## src/rtl/dadda_product_accumulator_16_if.sv

```systemverilog
// Product-stream / frame-result bus for dadda_product_accumulator_16.
//
// Handshake rules (both channels): a transfer happens on a rising clk edge
// where valid && ready are both 1. A producer holding valid keeps its data
// stable until that transfer. The input channel's ready is combinational
// from state and clear. The output channel's valid is registered.
//
// Signals
//   clear         master->slave  abort the current frame and any pending result
//   len           master->slave  products per frame (0 counts as 1)
//   in_valid      master->slave  in_product is valid
//   in_ready      slave->master  accumulator takes in_product this cycle
//   in_product    master->slave  unsigned product
//   out_valid     slave->master  frame result is valid
//   out_ready     master->slave  downstream takes the result
//   out_acc       slave->master  saturated frame sum
//   out_count     slave->master  products summed in the frame
//   out_overflow  slave->master  frame sum saturated
interface dadda_product_accumulator_16_if #(
  parameter int PROD_W = 32,
  parameter int ACC_W  = 40,
  parameter int LEN_W  = 8
);
  logic              clear;
  logic [LEN_W-1:0]  len;
  logic              in_valid;
  logic              in_ready;
  logic [PROD_W-1:0] in_product;
  logic              out_valid;
  logic              out_ready;
  logic [ACC_W-1:0]  out_acc;
  logic [LEN_W-1:0]  out_count;
  logic              out_overflow;

  modport master (
    output clear, len, in_valid, in_product, out_ready,
    input  in_ready, out_valid, out_acc, out_count, out_overflow
  );

  modport slave (
    input  clear, len, in_valid, in_product, out_ready,
    output in_ready, out_valid, out_acc, out_count, out_overflow
  );
endinterface

```

## src/rtl/dadda_product_accumulator_16.sv

```systemverilog
// Multiply-accumulate back end for the 16x16 Dadda multiplier. Sums a frame
// of len unsigned products, saturating at ACC_W bits, and hands one result
// per frame downstream over a valid/ready handshake.
//
// Ports
//   clk          rising-edge clock
//   rst          synchronous active-high reset
//   bus          slave side of dadda_product_accumulator_16_if
//   o_dbg_state  current FSM state (0 = ACCUM, 1 = HOLD)
module dadda_product_accumulator_16 #(
  parameter int PROD_W = 32,
  parameter int ACC_W  = 40,
  parameter int LEN_W  = 8
) (
  input  logic clk,
  input  logic rst,
  dadda_product_accumulator_16_if.slave bus,
  output logic o_dbg_state
);

  typedef enum logic {
    ST_ACCUM = 1'b0,
    ST_HOLD  = 1'b1
  } state_t;

  state_t             r_state, w_state_nxt;
  logic [ACC_W-1:0]   r_acc, w_acc_nxt;
  logic [LEN_W-1:0]   r_cnt, w_cnt_nxt;
  logic [LEN_W-1:0]   r_len_q, w_len_q_nxt;
  logic               r_ovf_q, w_ovf_q_nxt;
  logic               r_out_valid, w_out_valid_nxt;
  logic [ACC_W-1:0]   r_out_acc, w_out_acc_nxt;
  logic [LEN_W-1:0]   r_out_count, w_out_count_nxt;
  logic               r_out_ovf, w_out_ovf_nxt;

  logic               w_in_ready;
  logic               w_accept;
  logic [LEN_W-1:0]   w_len_eff;
  logic [ACC_W:0]     w_sum;
  logic               w_ovf;
  logic [ACC_W-1:0]   w_sum_sat;
  logic               w_last;

  assign w_in_ready = (r_state == ST_ACCUM) && !bus.clear && !rst;
  assign w_accept   = bus.in_valid && w_in_ready;

  // len is only looked at on the first beat; later beats use the latched copy.
  assign w_len_eff = (r_cnt != '0) ? r_len_q :
                     ((bus.len == '0) ? LEN_W'(1) : bus.len);

  // One extra bit catches the carry that signals saturation.
  assign w_sum     = {1'b0, r_acc} + {{(ACC_W + 1 - PROD_W){1'b0}}, bus.in_product};
  assign w_ovf     = w_sum[ACC_W] || r_ovf_q;
  assign w_sum_sat = w_ovf ? '1 : w_sum[ACC_W-1:0];
  assign w_last    = ((r_cnt + LEN_W'(1)) == w_len_eff);

  always_comb begin
    w_state_nxt     = r_state;
    w_acc_nxt       = r_acc;
    w_cnt_nxt       = r_cnt;
    w_len_q_nxt     = r_len_q;
    w_ovf_q_nxt     = r_ovf_q;
    w_out_valid_nxt = r_out_valid;
    w_out_acc_nxt   = r_out_acc;
    w_out_count_nxt = r_out_count;
    w_out_ovf_nxt   = r_out_ovf;

    if (bus.clear) begin
      // Result data registers keep their last values; only valid drops.
      w_state_nxt     = ST_ACCUM;
      w_acc_nxt       = '0;
      w_cnt_nxt       = '0;
      w_ovf_q_nxt     = 1'b0;
      w_out_valid_nxt = 1'b0;
    end else begin
      case (r_state)
        ST_ACCUM: begin
          if (w_accept) begin
            w_len_q_nxt = w_len_eff;
            if (w_last) begin
              w_out_acc_nxt   = w_sum_sat;
              w_out_count_nxt = w_len_eff;
              w_out_ovf_nxt   = w_ovf;
              w_out_valid_nxt = 1'b1;
              w_acc_nxt       = '0;
              w_cnt_nxt       = '0;
              w_ovf_q_nxt     = 1'b0;
              w_state_nxt     = ST_HOLD;
            end else begin
              w_acc_nxt   = w_sum_sat;
              w_cnt_nxt   = r_cnt + LEN_W'(1);
              w_ovf_q_nxt = w_ovf;
            end
          end
        end
        ST_HOLD: begin
          if (bus.out_ready) begin
            w_out_valid_nxt = 1'b0;
            w_state_nxt     = ST_ACCUM;
          end
        end
        default: w_state_nxt = ST_ACCUM;
      endcase
    end
  end

  always_ff @(posedge clk) begin
    if (rst) begin
      r_state     <= ST_ACCUM;
      r_acc       <= '0;
      r_cnt       <= '0;
      r_len_q     <= '0;
      r_ovf_q     <= 1'b0;
      r_out_valid <= 1'b0;
      r_out_acc   <= '0;
      r_out_count <= '0;
      r_out_ovf   <= 1'b0;
    end else begin
      r_state     <= w_state_nxt;
      r_acc       <= w_acc_nxt;
      r_cnt       <= w_cnt_nxt;
      r_len_q     <= w_len_q_nxt;
      r_ovf_q     <= w_ovf_q_nxt;
      r_out_valid <= w_out_valid_nxt;
      r_out_acc   <= w_out_acc_nxt;
      r_out_count <= w_out_count_nxt;
      r_out_ovf   <= w_out_ovf_nxt;
    end
  end

  assign bus.in_ready     = w_in_ready;
  assign bus.out_valid    = r_out_valid;
  assign bus.out_acc      = r_out_acc;
  assign bus.out_count    = r_out_count;
  assign bus.out_overflow = r_out_ovf;
  assign o_dbg_state      = r_state;

endmodule

```

## src/flat_wrapper.sv

```systemverilog
// flat-port wrapper written by rule: the top's interface ports become plain ports
module dadda_product_accumulator_16_flat 
#(
  parameter int PROD_W = 32,
  parameter int ACC_W  = 40,
  parameter int LEN_W  = 8
)
  (clk, rst, o_dbg_state, bus_clear, bus_len, bus_in_valid, bus_in_product, bus_out_ready, bus_in_ready, bus_out_valid, bus_out_acc, bus_out_count, bus_out_overflow);
  dadda_product_accumulator_16_if #(.PROD_W(PROD_W), .ACC_W(ACC_W), .LEN_W(LEN_W)) bus_i ();
  input  logic clk;
  input  logic rst;
  output logic o_dbg_state;
  input wire logic [$bits(bus_i.clear)-1:0] bus_clear;
  input wire logic [$bits(bus_i.len)-1:0] bus_len;
  input wire logic [$bits(bus_i.in_valid)-1:0] bus_in_valid;
  input wire logic [$bits(bus_i.in_product)-1:0] bus_in_product;
  input wire logic [$bits(bus_i.out_ready)-1:0] bus_out_ready;
  output wire logic [$bits(bus_i.in_ready)-1:0] bus_in_ready;
  output wire logic [$bits(bus_i.out_valid)-1:0] bus_out_valid;
  output wire logic [$bits(bus_i.out_acc)-1:0] bus_out_acc;
  output wire logic [$bits(bus_i.out_count)-1:0] bus_out_count;
  output wire logic [$bits(bus_i.out_overflow)-1:0] bus_out_overflow;
  assign bus_i.clear = bus_clear;
  assign bus_i.len = bus_len;
  assign bus_i.in_valid = bus_in_valid;
  assign bus_i.in_product = bus_in_product;
  assign bus_i.out_ready = bus_out_ready;
  assign bus_in_ready = bus_i.in_ready;
  assign bus_out_valid = bus_i.out_valid;
  assign bus_out_acc = bus_i.out_acc;
  assign bus_out_count = bus_i.out_count;
  assign bus_out_overflow = bus_i.out_overflow;
  dadda_product_accumulator_16 #(.PROD_W(PROD_W), .ACC_W(ACC_W), .LEN_W(LEN_W)) u_core (.clk(clk), .rst(rst), .bus(bus_i), .o_dbg_state(o_dbg_state));
endmodule
```

## config.mk

```make
export PLATFORM = sky130hd
export DESIGN_NAME = dadda_product_accumulator_16_flat
export DESIGN_NICKNAME = d
export VERILOG_FILES = /design/src/rtl/dadda_product_accumulator_16_if.sv /design/src/rtl/dadda_product_accumulator_16.sv /design/src/flat_wrapper.sv
export SDC_FILE = /design/constraint.sdc
export NUM_CORES = 1
export LEC_CHECK = 0
export CORE_MARGIN = 3
export CORE_UTILIZATION = 59
export DETAILED_ROUTE_END_ITERATION = 6
export PLACE_DENSITY = 0.93
export SYNTH_ARGS = -nofsm -noshare
export SYNTH_HDL_FRONTEND = slang
export SYNTH_SLANG_ARGS = --single-unit
```

## constraint.sdc

```tcl
create_clock -name clk -period 6.4 [get_ports clk]
set_clock_uncertainty 0.15 [all_clocks]
set_input_delay 1.28 -clock clk [delete_from_list [all_inputs] [get_ports clk]]
set_output_delay 1.28 -clock clk [all_outputs]
set_load 0.03 [all_outputs]
```

==> impl_table.tex <==
\begin{tabular}{lr}
\hline
Metric & Value \\
\hline
\multicolumn{2}{l}{\textbf{Hold path}} \\
Worst Hold Launch & u\_core.r\_acc[4]\$\_SDFFE\_PP0P\_ \\
Number of cells on the worst hold path & 2 \\
Class of the worst hold path & reg2reg \\
Hold Path Sink & u\_core.r\_acc[4]\$\_SDFFE\_PP0P\_ \\
\multicolumn{2}{l}{\textbf{Synth}} \\
Area fraction of the dominant cell type after synthesis & 0.337 \\
Cell accounting for the most synthesized area & sky130\_fd\_sc\_hd\_\_dfxtp\_1 \\
Count of mapped cells out of synthesis & between 700 and 800 \\
Register area share after synthesis & 0.337 \\
Post-synth EDFFs & 0 \\
Most instantiated cells after synthesis & sky130\_fd\_sc\_hd\_\_nor2\_1 (112), sky130\_fd\_sc\_hd\_\_dfxtp\_1 (108), sky130\_fd\_sc\_hd\_\_nand2\_1 (89), sky130\_fd\_sc\_hd\_\_a21oi\_1 (74), sky130\_fd\_sc\_hd\_\_o21ai\_0 (54) \\
Net count of the mapped netlist & about 860 \\
Per-instance average area after synthesis & 8.25 µm² \\
Library cells used by synthesis & 66 \\
Mapped Area & approximately 6400 µm² \\
Main area contributors after synthesis & sky130\_fd\_sc\_hd\_\_dfxtp\_1 (34\%), sky130\_fd\_sc\_hd\_\_a211oi\_2 (7.0\%), sky130\_fd\_sc\_hd\_\_ha\_1 (6.6\%), sky130\_fd\_sc\_hd\_\_nor2\_1 (6.6\%), sky130\_fd\_sc\_hd\_\_a21oi\_1 (5.8\%) \\
Flip-flop and latch count after synthesis & around 110 \\
Ys flop type & sky130\_fd\_sc\_hd\_\_dfxtp\_1 \\
Most frequently used cell type in the post-synthesis netlist & sky130\_fd\_sc\_hd\_\_nor2\_1 \\
Yosys warning total & 0 \\
Async S/R FF share, synth & 0 \\
\multicolumn{2}{l}{\textbf{Cells and area}} \\
Combined flip-flop and latch cell area & roughly 2200 µm² \\
Filler cell count & roughly 800 \\
Net count reported at finish & approximately 930 \\
Inserted Diodes & 0 \\
Multi-input gate area & $\sim$4000 µm² \\
Post-synthesis to final-layout area growth & 18.3\% \\
Core Util, Final & 0.725 \\
Fraction of layout cells with a size suffix above 1 & 0.0875 \\
\multicolumn{2}{l}{\textbf{Die}} \\
Starting Density & 0.613 \\
DIE HEIGHT & $\sim$110 µm \\
X dimension of the die & 110 µm \\
Area enclosed by the die boundary & between 10,000 and 15,000 µm² \\
Standard-cell rows & 37 \\
Boundary pin count & a little under 100 \\
Area inside the core boundary & roughly 10,000 µm² \\
\multicolumn{2}{l}{\textbf{STA}} \\
Relative slew margins & 0.259 \\
Total Negative Setup Slacks & 0 ps \\
Peak Freq & between 0.2 and 0.25 GHz \\
Final Max Slew Viols & 0 \\
Min cycle time layout & just under 5000 ps \\
Slew at the pin with the worst max-slew slack & between 1000 and 1500 ps \\
RSZ-0062 raised after global routing & no \\
Share of the clock period used by the worst path & 0.755 \\
Final count of hold timing violations & 0 \\
Count of endpoints failing setup in the final report & 0 \\
\multicolumn{2}{l}{\textbf{Worst setup path}} \\
Register-to-register path setup slack & between 2000 and 3000 ps \\
Path depth of the worst reg2reg path & 9 \\
Largest driver fanout on the critical path & 55 \\
Slowest stage cell on the critical path & sky130\_fd\_sc\_hd\_\_o41a\_2 \\
CP startpoint kind & primary input \\
Reg-to-reg critical path endpoint & u\_core.bus.out\_acc[34]\$\_SDFFE\_PP0P\_ \\
Crit Path Category & in2reg \\
Cell type group with the largest total delay on the critical path & compound AO/OA/AOI/OAI gates \\
Crit path capture type & flop \\
Number of buffer and inverter stages on the critical path & 1 \\
Worst path max stage delay & between 800 and 900 ps \\
R2R Path Start & u\_core.r\_acc[0]\$\_SDFFE\_PP0P\_ \\
Ordered cell list for the critical path & clkdlybuf4s50\_1 -> ha\_1 -> fa\_1 -> a211oi\_1 -> o21ai\_1 -> o2111ai\_1 -> a21oi\_1 -> o41a\_2 -> nor4\_4 -> a211oi\_2 \\
Signal arrival time at the worst endpoint & just under 5000 ps \\
Worst Path Required & 6500 ps \\
\multicolumn{2}{l}{\textbf{Pwr}} \\
Leak Pwr & roughly 2.7 nW \\
Sum of internal, switching and leakage power & 1.31 mW \\
Power per unit of standard cell area & between 150 and 200 nW/µm² \\
Worst vdd ir & roughly 0.11 mV \\
\multicolumn{2}{l}{\textbf{Global routing}} \\
Overall global routing resource usage & 0.263 \\
First-pass GRT wire length & around 26 mm \\
Initial antenna violation count & 0 \\
Maximum number of pins on one net before global-route repair & between 60 and 70 \\
Number of global-route vias before repair & roughly 5,600 \\
Global-route congestion overflow total & 0 \\
\multicolumn{2}{l}{\textbf{Clocking}} \\
Number of buffers added for setup after CTS & 0 \\
Clock network latency to the later pin of the worst-skew pair & 380 ps \\
Cell at the root of the clock tree & sky130\_fd\_sc\_hd\_\_clkbuf\_8 \\
Post-CTS sizing & 0 \\
Clock tree sinks & about 110 \\
Bufs on Longest Clock Path & 2 \\
Number of H-tree levels & 3 \\
Clock tree from TritonCTS & done \\
Total CTS buffers & 9 \\
Clock transition at the register clock pins on the worst setup and hold paths after CTS & 120 ps \\
Number of hold-repair buffers added at the cts stage & 0 \\
\multicolumn{2}{l}{\textbf{Detailed routing}} \\
DRC viols & 0 \\
Total routed wirelength & 15.8 mm \\
Avg WL per Cell & about 16 µm \\
Detailed-routing iteration count for the pre-antenna-repair pass & 5 \\
Count of antenna-violating nets left after detailed routing & 0 \\
Vias & around 6,000 \\
Violation count after the first detailed-route iteration & between 300 and 400 \\
Post-DR vias/cell & 6.03 \\
\multicolumn{2}{l}{\textbf{Run}} \\
Number of maximum-capacitance constraint violations & 0 \\
\multicolumn{2}{l}{\textbf{Run status}} \\
Run status & complete, no violations \\
\multicolumn{2}{l}{\textbf{Placed design}} \\
Routability-driven placement congestion ratio & a little over 0.9 \\
Post-DP HPWL & around 11 mm \\
Port-buffer cells & between 90 and 100 \\
\hline
\end{tabular}
[worst max path at each step]
stage                            startpoint                                   to  slack [ps]  cells after the start
final                     bus_in_product[0]  u_core.bus.out_acc[34]$_SDFFE_PP0P_        1570                     10
after global placement    bus_in_product[0]  u_core.bus.out_acc[37]$_SDFFE_PP0P_        1280                     10
after detailed placement  bus_in_product[0]  u_core.bus.out_acc[34]$_SDFFE_PP0P_        1170                     10
after global routing      bus_in_product[0]  u_core.bus.out_acc[37]$_SDFFE_PP0P_        1250                     10
after floorplan           bus_in_product[0]         u_core.r_acc[1]$_SDFFE_PP0P_        2350                     12
after CTS                 bus_in_product[0]  u_core.bus.out_acc[34]$_SDFFE_PP0P_        1570                     10
[layout by cell type (no fill, tap or decap), types with 4 or more instances in the layout]
cell type,instances
sky130_fd_sc_hd__a211oi_1,11
sky130_fd_sc_hd__o21a_1,6
sky130_fd_sc_hd__clkbuf_8,9
sky130_fd_sc_hd__clkdlybuf4s50_1,95
sky130_fd_sc_hd__nand2_1,89
sky130_fd_sc_hd__a21o_1,8
sky130_fd_sc_hd__nand3_1,11
sky130_fd_sc_hd__inv_1,13
sky130_fd_sc_hd__dfxtp_1,108
sky130_fd_sc_hd__and3_1,5
sky130_fd_sc_hd__nor3_1,19
sky130_fd_sc_hd__a31oi_1,5
sky130_fd_sc_hd__nor2_1,112
sky130_fd_sc_hd__xnor2_1,32
sky130_fd_sc_hd__a21oi_1,74
sky130_fd_sc_hd__o21ai_1,6
sky130_fd_sc_hd__nand4_1,6
sky130_fd_sc_hd__nor2b_1,6
sky130_fd_sc_hd__xor2_1,13
sky130_fd_sc_hd__a32o_1,4
sky130_fd_sc_hd__o211ai_1,6
sky130_fd_sc_hd__mux2i_1,10
sky130_fd_sc_hd__buf_4,6
sky130_fd_sc_hd__a211oi_2,36
sky130_fd_sc_hd__or3_1,8
sky130_fd_sc_hd__o21ai_0,54
sky130_fd_sc_hd__ha_1,34
[metrics by stage]
stage / setup WS, ps / area (µm²) / cells / hold WS (ps)
5_1_grt: 1250 / 7590 / 993 / 332
6_report: 1570 / 7590 / 993 / 313
4_1_cts: 1570 / 7590 / 993 / 314
3_3_place_gp: 1280 / 7390 / 977 / 291
2_1_floorplan: 2350 / 6420 / 778 / 279
3_5_place_dp: 1170 / 7390 / 977 / 298
[layout make-up]
class,count,area share
Multi-Input combinational cell,618,0.528
Tap cell,136,0.0224
Clock buffer,9,0.0163
Clock inverter,7,0.0104
Inverter,13,0.00643
Timing Repair Buffer,102,0.132
Sequential cell,108,0.285
[power by group]
| group | switching (mW) | internal [mW] | total (mW) |
|---|---|---|---|
| Combinational | 0.121 | 0.0834 | 0.204 |
| Sequential | 0.00476 | 0.680 | 0.685 |
| Clock | 0.267 | 0.155 | 0.422 |
| Total | 0.392 | 0.919 | 1.31 |
[kinds of logic (layout without fill, tap and decap cells)]
family	Yosys count	in the layout	share of synthesized area
fa+ha+maj	35	35	0.0694
simple gates	279	279	0.200
mux	11	11	0.0191
compound gates	247	247	0.271
flops	108	108	0.337
xor+xnor	46	46	0.0640
buf+inv	52	131	0.0402
[registers in the layout (all words and copies together), names as in the netlist]
signal	count
u_core.bus.out_count	8
u_core.r_ovf_q	1
u_core.bus.out_acc	40
u_core.bus.out_overflow	1
u_core.r_len_q	8
u_core.o_dbg_state	1
u_core.bus.out_valid	1
u_core.r_acc	40
u_core.r_cnt	8
[tightest hold or removal path, delay by kind of cell, from the launching register on]
kind / cells / cell delay [ps]
compound gates: 1 / 50
simple gates: 1 / 50
flops: 1 / 330
[per-layer routing]
layer | vias up | part of all wire | track usage
met5 | - | 0 | 0
met4 | 0 | 0.028 | 0.109
met3 | 41 | 0.062 | 0.0390
met2 | 223 | 0.48 | 0.440
met1 | 2784 | 0.43 | 0.341
li1 | 2939 | - | -
(Power assumes the default switching activity.)
